==> src/rtl/chip8_rom_loader.sv <==
`default_nettype none
// ============================================================================
//  Module   : chip8_rom_loader
//  Purpose  : Clears CHIP-8 program RAM, then streams hps_io download bytes
//             into it. Optional font preload via CHIP8_FONT_PRELOAD_EN.
//  Revision : 1.0 - initial release
// ============================================================================
module chip8_rom_loader #(
  parameter logic [11:0] BASE_ADDR   = 12'h200,
  parameter logic [11:0] MEM_TOP     = 12'hFFF,
  parameter logic [7:0]  CLEAR_VALUE = 8'h00
) (
  input  logic        clk_sys,
  input  logic        reset_n,
  input  logic        ioctl_download,
  input  logic        ioctl_wr,
  input  logic [24:0] ioctl_addr,
  input  logic [7:0]  ioctl_dout,
  output logic        ioctl_wait,
  output logic        mem_we,
  output logic [11:0] mem_addr,
  output logic [7:0]  mem_data,
  output logic        mem_busy,
  output logic        load_done,
  output logic [11:0] rom_size,
  output logic        overflow
);

  typedef enum logic [2:0] {
    ST_IDLE  = 3'd0,
    ST_CLEAR = 3'd1,
`ifdef CHIP8_FONT_PRELOAD_EN
    ST_FONT  = 3'd2,
`endif
    ST_LOAD  = 3'd3,
    ST_DONE  = 3'd4
  } state_t;

  localparam logic [24:0] c_span = 25'(MEM_TOP) - 25'(BASE_ADDR) + 25'd1;

  state_t      r_state;
  state_t      w_state_nxt;

  logic        r_dl_q;
  logic [11:0] r_clr_addr;
  logic        r_hold_vld;
  logic [11:0] r_hold_addr;
  logic [7:0]  r_hold_data;
  logic        r_wr_vld;
  logic [11:0] r_wr_addr;
  logic [7:0]  r_wr_data;
  logic [11:0] r_rom_size;
  logic        r_overflow;

  logic        w_rise;
  logic        w_start;
  logic        w_prefill;
  logic        w_in_range;
  logic [11:0] w_off_addr;
  logic [11:0] w_off_p1;
  logic        w_take;
  logic        w_capture;
  logic        w_direct;
  logic [11:0] w_size_base;
  logic        w_ovf_base;

`ifdef CHIP8_FONT_PRELOAD_EN
  // Standard hex glyphs 0..F, 5 bytes each, byte 0 in the top bits.
  localparam logic [639:0] c_font = {
    40'hF0909090F0, 40'h2060202070, 40'hF010F080F0, 40'hF010F010F0,
    40'h9090F01010, 40'hF080F010F0, 40'hF080F090F0, 40'hF010204040,
    40'hF090F090F0, 40'hF090F010F0, 40'hF090F09090, 40'hE090E090E0,
    40'hF0808080F0, 40'hE0909090E0, 40'hF080F080F0, 40'hF080F08080
  };
  localparam logic [6:0] c_font_last = 7'd79;

  logic [6:0] r_font_idx;
  logic [9:0] w_font_lsb;
  logic [7:0] w_font_byte;

  assign w_font_lsb  = 10'd632 - {r_font_idx, 3'b000};
  assign w_font_byte = c_font[w_font_lsb +: 8];
  assign w_prefill   = (r_state == ST_CLEAR) || (r_state == ST_FONT);
`else
  assign w_prefill   = (r_state == ST_CLEAR);
`endif

  assign w_rise     = ioctl_download & ~r_dl_q;
  assign w_start    = w_rise & ((r_state == ST_IDLE) | (r_state == ST_DONE));
  assign w_in_range = (ioctl_addr < c_span);
  assign w_off_addr = BASE_ADDR + ioctl_addr[11:0];
  assign w_off_p1   = ioctl_addr[11:0] + 12'd1;

  // A strobe is honoured at the start edge, once while prefilling (into the
  // hold register), or any time in LOAD.
  assign w_take    = ioctl_wr & ioctl_download &
                     (w_start | (w_prefill & ~r_hold_vld) | (r_state == ST_LOAD));
  assign w_capture = w_take & w_in_range & (r_state != ST_LOAD);
  assign w_direct  = w_take & w_in_range & (r_state == ST_LOAD);

  assign w_size_base = w_start ? 12'd0 : r_rom_size;
  assign w_ovf_base  = w_start ? 1'b0  : r_overflow;

  always_ff @(posedge clk_sys) begin
    if (!reset_n) begin
      r_state <= ST_IDLE;
    end else begin
      r_state <= w_state_nxt;
    end
  end

  always_comb begin
    w_state_nxt = r_state;
    mem_we      = 1'b0;
    mem_addr    = 12'd0;
    mem_data    = 8'd0;
    mem_busy    = 1'b0;
    ioctl_wait  = 1'b0;
    load_done   = 1'b0;
    case (r_state)
      ST_IDLE: begin
        if (w_rise) begin
          w_state_nxt = ST_CLEAR;
        end
      end
      ST_CLEAR: begin
        mem_busy   = 1'b1;
        ioctl_wait = 1'b1;
        mem_we     = 1'b1;
        mem_addr   = r_clr_addr;
        mem_data   = CLEAR_VALUE;
        if (r_clr_addr == MEM_TOP) begin
`ifdef CHIP8_FONT_PRELOAD_EN
          w_state_nxt = ST_FONT;
`else
          w_state_nxt = ST_LOAD;
`endif
        end
      end
`ifdef CHIP8_FONT_PRELOAD_EN
      ST_FONT: begin
        mem_busy   = 1'b1;
        ioctl_wait = 1'b1;
        mem_we     = 1'b1;
        mem_addr   = {5'd0, r_font_idx};
        mem_data   = w_font_byte;
        if (r_font_idx == c_font_last) begin
          w_state_nxt = ST_LOAD;
        end
      end
`endif
      ST_LOAD: begin
        mem_busy   = 1'b1;
        ioctl_wait = r_hold_vld;
        if (r_hold_vld) begin
          mem_we   = 1'b1;
          mem_addr = r_hold_addr;
          mem_data = r_hold_data;
        end else if (r_wr_vld) begin
          mem_we   = 1'b1;
          mem_addr = r_wr_addr;
          mem_data = r_wr_data;
        end
        if (!ioctl_download && !r_hold_vld) begin
          w_state_nxt = ST_DONE;
        end
      end
      ST_DONE: begin
        mem_busy    = 1'b1;
        load_done   = 1'b1;
        w_state_nxt = w_rise ? ST_CLEAR : ST_IDLE;
      end
      default: begin
        w_state_nxt = ST_IDLE;
      end
    endcase
  end

  always_ff @(posedge clk_sys) begin
    if (!reset_n) begin
      r_dl_q      <= 1'b0;
      r_clr_addr  <= BASE_ADDR;
      r_hold_vld  <= 1'b0;
      r_hold_addr <= 12'd0;
      r_hold_data <= 8'd0;
      r_wr_vld    <= 1'b0;
      r_wr_addr   <= 12'd0;
      r_wr_data   <= 8'd0;
      r_rom_size  <= 12'd0;
      r_overflow  <= 1'b0;
    end else begin
      r_dl_q <= ioctl_download;

      if (w_start) begin
        r_clr_addr <= BASE_ADDR;
      end else if (r_state == ST_CLEAR) begin
        r_clr_addr <= r_clr_addr + 12'd1;
      end

      // The hold entry is always written out on the first LOAD cycle.
      if (w_capture) begin
        r_hold_vld  <= 1'b1;
        r_hold_addr <= w_off_addr;
        r_hold_data <= ioctl_dout;
      end else if (r_state == ST_LOAD) begin
        r_hold_vld  <= 1'b0;
      end

      r_wr_vld <= w_direct;
      if (w_direct) begin
        r_wr_addr <= w_off_addr;
        r_wr_data <= ioctl_dout;
      end

      if (w_take && w_in_range) begin
        r_rom_size <= (w_off_p1 > w_size_base) ? w_off_p1 : w_size_base;
        r_overflow <= w_ovf_base;
      end else if (w_take) begin
        r_rom_size <= w_size_base;
        r_overflow <= 1'b1;
      end else begin
        r_rom_size <= w_size_base;
        r_overflow <= w_ovf_base;
      end
    end
  end

`ifdef CHIP8_FONT_PRELOAD_EN
  always_ff @(posedge clk_sys) begin
    if (!reset_n) begin
      r_font_idx <= 7'd0;
    end else if (r_state == ST_FONT) begin
      r_font_idx <= r_font_idx + 7'd1;
    end else begin
      r_font_idx <= 7'd0;
    end
  end
`endif

  assign rom_size = r_rom_size;
  assign overflow = r_overflow;

endmodule
`default_nettype wire
==> config.mk <==
export PLATFORM = sky130hd
export DESIGN_NAME = chip8_rom_loader
export DESIGN_NICKNAME = d
export VERILOG_FILES = /design/src/rtl/chip8_rom_loader.sv
export SDC_FILE = /design/constraint.sdc
export NUM_CORES = 1
export LEC_CHECK = 0
export ABC_CLOCK_PERIOD_IN_PS = 4550
export BUFFER_PORTS_ARGS = -buffer_cell sky130_fd_sc_hd__buf_2
export CAP_MARGIN = 20
export CORE_UTILIZATION = 50
export CTS_BUF_LIST = sky130_fd_sc_hd__clkbuf_8
export CTS_CLUSTER_SIZE = 16
export DETAILED_ROUTE_END_ITERATION = 16
export PLACE_DENSITY = 0.74
export SLEW_MARGIN = 20
export SYNTH_ARGS = -nofsm -noshare
export SYNTH_HDL_FRONTEND = slang
export SYNTH_SLANG_ARGS = --single-unit
==> constraint.sdc <==
create_clock -name clk_sys -period 4.55 [get_ports clk_sys]
set_input_delay 0.91 -clock clk_sys [delete_from_list [all_inputs] [get_ports clk_sys]]
set_output_delay 0.91 -clock clk_sys [all_outputs]
set_load 0.05 [all_outputs]
==> results.toml, run 1 <==
[run_status]
status = "finished, final reports clean"

[worst_setup_path]
arrival_ns = 3.52
rrSetupSlack_ns = 1.66
critPathKind = "in -> reg"
cp.required_ns = 4.78
critPathCaptureType = "register"
critPathMaxFanout = 12
cp-start-kind = "primary input"

[clock_tree]
path_clk_slew_ns = 0.07
clk_latency_ns = 0.34
cts_setup_buffers = 0
cts.sinks = 71
root_buffer = "clkbuf_8"
clockBufferDepth = 2
cts_resized = 0
htree_levels = 3
ctsHoldBuffers = 0
cts_buffers = 9
cts_tree = "done"

[detailed_routing]
via_per_inst = 5.38
drt-initial-drc-count = 239
first_pass_iters = 5
avgRoutedWirePerCell_um = 14.7
num_vias = 3330
routed_wl_um = 9080
ant_nets = 0
drc = 0

[layout]
area_growth_pct = 16.3
antenna_cells = 0
final_area_um2 = 4210
drive_gt1_frac = 0.197
final_core_util = 0.609
stdcell_count = 619
final_nets = 571

[die]
die_w_um = 87.1
dieArea_um2 = 7580
start_util = 0.524
core_area_um2 = 6910
io_pins = 74
die_h_um = 87.1
rows = 30

[synth]
syn_inst = 460
synth_top_area_frac = 0.393
ys.warnings.count = 0
synthesis.nets = 512
syn-cell-area_um2 = 3620
synth_top_cell_by_area = "dfxtp_1"
synth.distinct_cells = 40
synth_area_leaders = "dfxtp_1 (39%), nand2_1 (10%), a21oi_1 (9.7%), ha_1 (5.2%), nor2_1 (4.3%)"
synth.avg_cell_area_um2 = 7.87
yosysSeqAreaShare = 0.393
synth_seq_cells = 71

[sta]
fin_skew_ns = 0.00920
finalCritPeriodShare = 0.723
whs_ns = 0.454
finalCriticalPeriod_ns = 3.29
hold_violations = 0
worstMarginPinSlew_ns = 0.951
setup_slack_ns = 1.26
setup_viol = 0
final_max_slew_viol_count = 0
rsz0062_at_grt = "false"
finalSetupTns_ns = 0
relSlewSlack = 0.365
timing.fmax_ghz = 0.304

[power]
power.total_mw = 1.30
p_per_area_nw_per_um2 = 310
ir_worst_vdd_v = 0.000183
p_leak_nw = 1.66

[job]
maxCapViolCount = 0

[placed_design]
placed_area_um2 = 3990
dp_hpwl_um = 6310
port_buffers = 73
gp_congestion = 0.895
place_ws_ns = 0.930
dp.cells = 604

[global_routing]
antenna_found_initial = 0
grt_max_degree = 47
grt_pass1_wl_um = 14700
grt_pass1_vias = 3067
overflow = 0
grtUsageTotal = 0.252

[worst_hold_path]
hold_class = "reg -> reg"
==> critical path, stage by stage <==
cell	delay [ns]
buf_2	0.14
and3_1	0.17
nand3_1	0.15
nor3_1	0.33
nand2_1	0.12
xnor2_1	0.16
ha_1	0.30
nand3_1	0.11
or3_1	0.38
a21o_1	0.15
o211ai_1	0.09
a21oi_1	0.09
buf_4	0.21
a32o_1	0.21
==> cells by family after synthesis <==
| kind of cell | after synthesis | synth area share |
|---|---|---|
| AO/OA/AOI/OAI | 112 | 0.192 |
| adder cells (fa/ha/maj) | 15 | 0.0519 |
| buffers and inverters | 34 | 0.0474 |
| flip-flops | 71 | 0.393 |
| AND/OR/NAND/NOR | 207 | 0.266 |
| XOR/XNOR | 21 | 0.0508 |
==> where the power goes <==
group	internal, mW	switching [mW]
registers	0.623	0.00277
clock network	0.322	0.239
logic	0.0403	0.0763
==> metal layers <==
metal / vias to the layer above / track usage / wire length [um]
met5: - / 0 / 0
met4: 0 / 0.0833 / 116
met3: 9 / 0.0360 / 402
met2: 68 / 0.410 / 4340
met1: 1530 / 0.344 / 4220
li1: 1723 / - / -
==> state kept, by name (all words and copies together) (netlist names) <==
name / count
overflow: 1
r_clr_addr: 12
r_dl_q: 1
r_hold_addr: 12
r_hold_data: 8
r_hold_vld: 1
r_state: 3
r_wr_addr: 12
r_wr_data: 8
r_wr_vld: 1
rom_size: 12
==> path summary, 6_finish.rpt <==
path / startpoint / endpoint / cells after the start
max: ioctl_addr[2] / rom_size[9] / 14
min: r_wr_addr[6] / r_wr_addr[6] / 2
max reg2reg: r_state[1] / rom_size[9] / 11
min reg2reg: r_wr_addr[6] / r_wr_addr[6] / 2
==> cell usage in the layout (no fill, tap or decap), types with 10 or more instances in the layout <==
| cell type | n |
|---|---|
| a211oi_1 | 16 |
| a21oi_1 | 70 |
| a32o_1 | 11 |
| and3_1 | 24 |
| buf_2 | 73 |
| clkbuf_8 | 10 |
| dfxtp_1 | 71 |
| ha_1 | 15 |
| nand2_1 | 100 |
| nand3_1 | 10 |
| nor2_1 | 41 |
| xnor2_1 | 10 |
| xor2_1 | 11 |
==> cells in the mapped netlist (all sizes together) <==
cell type and instances:
nand2 100, a21oi 71, dfxtp 71, nor2 42, and3 24, a211oi 16, clkbuf 16, buf 15
ha 15, a32o 11, xor2 11, nand3 10, xnor2 10, nand4 7, o21ai 6, nor4 4
a21o 3, and2 3, inv 3, nor2b 3, nor3 3, o211ai 3, nand2b 2, nor3b 2
or2 2, or3 2, a31o 1, and4 1, o2bb2ai 1, or3b 1, or4b 1
==> layout make-up <==
cell class	count	area (um^2)
tap	96	120
fill	664	2700
sequential	71	1420
inverter	3	11.3
multi-input combinational	355	2030
clock buffer	10	138
timing repair buffer	79	410
clock inverter	5	82.6
Power figures use the tool's default switching activity.
==> inputs of run 2 (changes only) <==
- ABC_CLOCK_PERIOD_IN_PS: 4550 -> 2700
- PLACE_DENSITY: 0.74 -> 0.77
- clock period: 4.55 -> 2.7 ns (I/O delays scaled with it)
==> results.toml, run 2 (same netlist as run 1, synthesis figures left out) <==
[run_status]
status = "finished, final reports clean"

[detailed_routing]
num_vias = 3714
via_per_inst = 5.59
avgRoutedWirePerCell_um = 15.3
drc = 0
drt-initial-drc-count = 215
first_pass_iters = 4
routed_wl_um = 10200
ant_nets = 0

[die]
rows = 30
die_w_um = 87.1
die_h_um = 87.1
dieArea_um2 = 7580
io_pins = 74
core_area_um2 = 6910
start_util = 0.524

[power]
internal_power_mw = 1.59
netSwitchingFraction = 0.275
switching_power_mw = 0.605
p_comb_frac = 0.116
seqPwrFrac = 0.479
power.total_mw = 2.20
p_leak_nw = 1.90
p_clk_frac = 0.405
ir_worst_vdd_v = 0.000288
p_per_area_nw_per_um2 = 470

[placed_design]
gp_congestion = 0.891
placed_area_um2 = 4440
place_ws_ns = -0.296
port_buffers = 73
dp.cells = 645
dp_hpwl_um = 7330

[clock_tree]
clockBufferDepth = 2
root_buffer = "clkbuf_8"
cts_tree = "done"
clk_latency_ns = 0.36
htree_levels = 3
path_clk_slew_ns = 0.08
cts.sinks = 71
cts_buffers = 9
ctsHoldBuffers = 0

[sta]
finalSetupTns_ns = 0
setup_slack_ns = 0.0390
rsz0062_at_grt = "true"
relSlewSlack = 0.684
finalCriticalPeriod_ns = 2.66
whs_ns = 0.422
timing.fmax_ghz = 0.376
hold_violations = 0
worstMarginPinSlew_ns = 0.473
final_max_slew_viol_count = 0
finalCritPeriodShare = 0.986
setup_viol = 0
fin_skew_ns = 0.00900

[layout]
final_common_cell = "nand2_1"
drive_gt1_frac = 0.296
final_nets = 615
stdcell_count = 664
area_growth_pct = 29.5
final_cell_mix = "nand2_1 (96), buf_2 (71), dfxtp_1 (71)"
final_core_util = 0.678
antenna_cells = 0
final_area_um2 = 4680
fill_cells = 605

[worst_hold_path]
holdPathStages = 2
hold_class = "in -> reg"

[worst_setup_path]
r2r_end = "rom_size[3]"
cp.required_ns = 2.95
critPathKind = "in -> reg"
crit_path_start = "ioctl_addr[2]"
critPathMaxFanout = 6
setup.worst_path.end = "rom_size[3]"
critPathCaptureType = "register"
r2r_start = "r_state[1]"
rrSetupSlack_ns = 0.05
arrival_ns = 2.91
r2r_cells = 10
cp-start-kind = "primary input"

[job]
maxCapViolCount = 0

[global_routing]
overflow = 0
antenna_found_initial = 0
grt_max_degree = 47
grtUsageTotal = 0.278
grt_pass1_vias = 3515
grt_pass1_wl_um = 16200
==> run 2: changes by cell type in the layout (fill, tap and decap cells not counted), sizes merged <==
cell | previous run | this run
inv | 3 | 6
bufinv | 2 | 1
clkinv | 3 | 0
clkbuf | 10 | 9
clkinvlp | 0 | 3
buf | 79 | 123
==> run 2: what timing repair did <==
action | 4_1_cts | 5_1_grt
buffers inserted | 0 | 2
setup endpoints to repair | 0 | 17
gates resized for setup | 0 | 9
==> run 2: metal layers <==
layer | wire (um) | vias to the layer above | global-route usage
met5 | 0 | - | 0
met4 | 255 | 0 | 0.118
met3 | 577 | 20 | 0.0616
met2 | 4850 | 121 | 0.467
met1 | 4470 | 1764 | 0.344
li1 | - | 1809 | -
==> run 2: worst min path at each step <==
stage	start	endpoint	slack, ns
2_1_floorplan	r_wr_addr[10]	r_wr_addr[10]	0.43
3_3_place_gp	r_wr_data[7]	r_wr_data[7]	0.44
4_1_cts	ioctl_dout[0]	r_wr_data[0]	0.41
5_1_grt	ioctl_dout[2]	r_wr_data[2]	0.41
6_report	reset_n	r_clr_addr[9]	0.42
3_5_place_dp	r_wr_addr[2]	r_wr_addr[2]	0.44
==> run 2: final cells by class <==
| class | instances | area, um^2 | share of cell area |
|---|---|---|---|
| repair buffers | 123 | 774 | 0.165 |
| well taps | 96 | 120 | 0.0256 |
| flip-flops and latches | 71 | 1420 | 0.303 |
| clock inverters | 7 | 78.8 | 0.0168 |
| inverters | 3 | 11.3 | 0.00240 |
| clock buffers | 9 | 124 | 0.0264 |
| multi-input cells | 355 | 2150 | 0.460 |
==> run 2: critical path, stage by stage <==
cell,delay [ns]
buf_2,0.09
and3_4,0.20
nand3_4,0.09
nor3_4,0.21
nand2_2,0.09
xnor2_2,0.15
ha_1,0.32
nand3_2,0.07
or3_1,0.32
a21o_1,0.17
o211ai_1,0.12
a21oi_1,0.14
buf_4,0.18
a32o_1,0.21
==> run 2: power groups by stage <==
| stage | Sequential, mW | Combinational [mW] | Clock, mW |
|---|---|---|---|
| final | 1.05 | 0.256 | 0.890 |
| after floorplan | 1.08 | 0.132 | 0 |
| after CTS | 1.05 | 0.246 | 0.892 |
| after global placement | 1.08 | 0.240 | 0 |
| after detailed placement | 1.08 | 0.245 | 0 |
| after global routing | 1.05 | 0.274 | 0.951 |
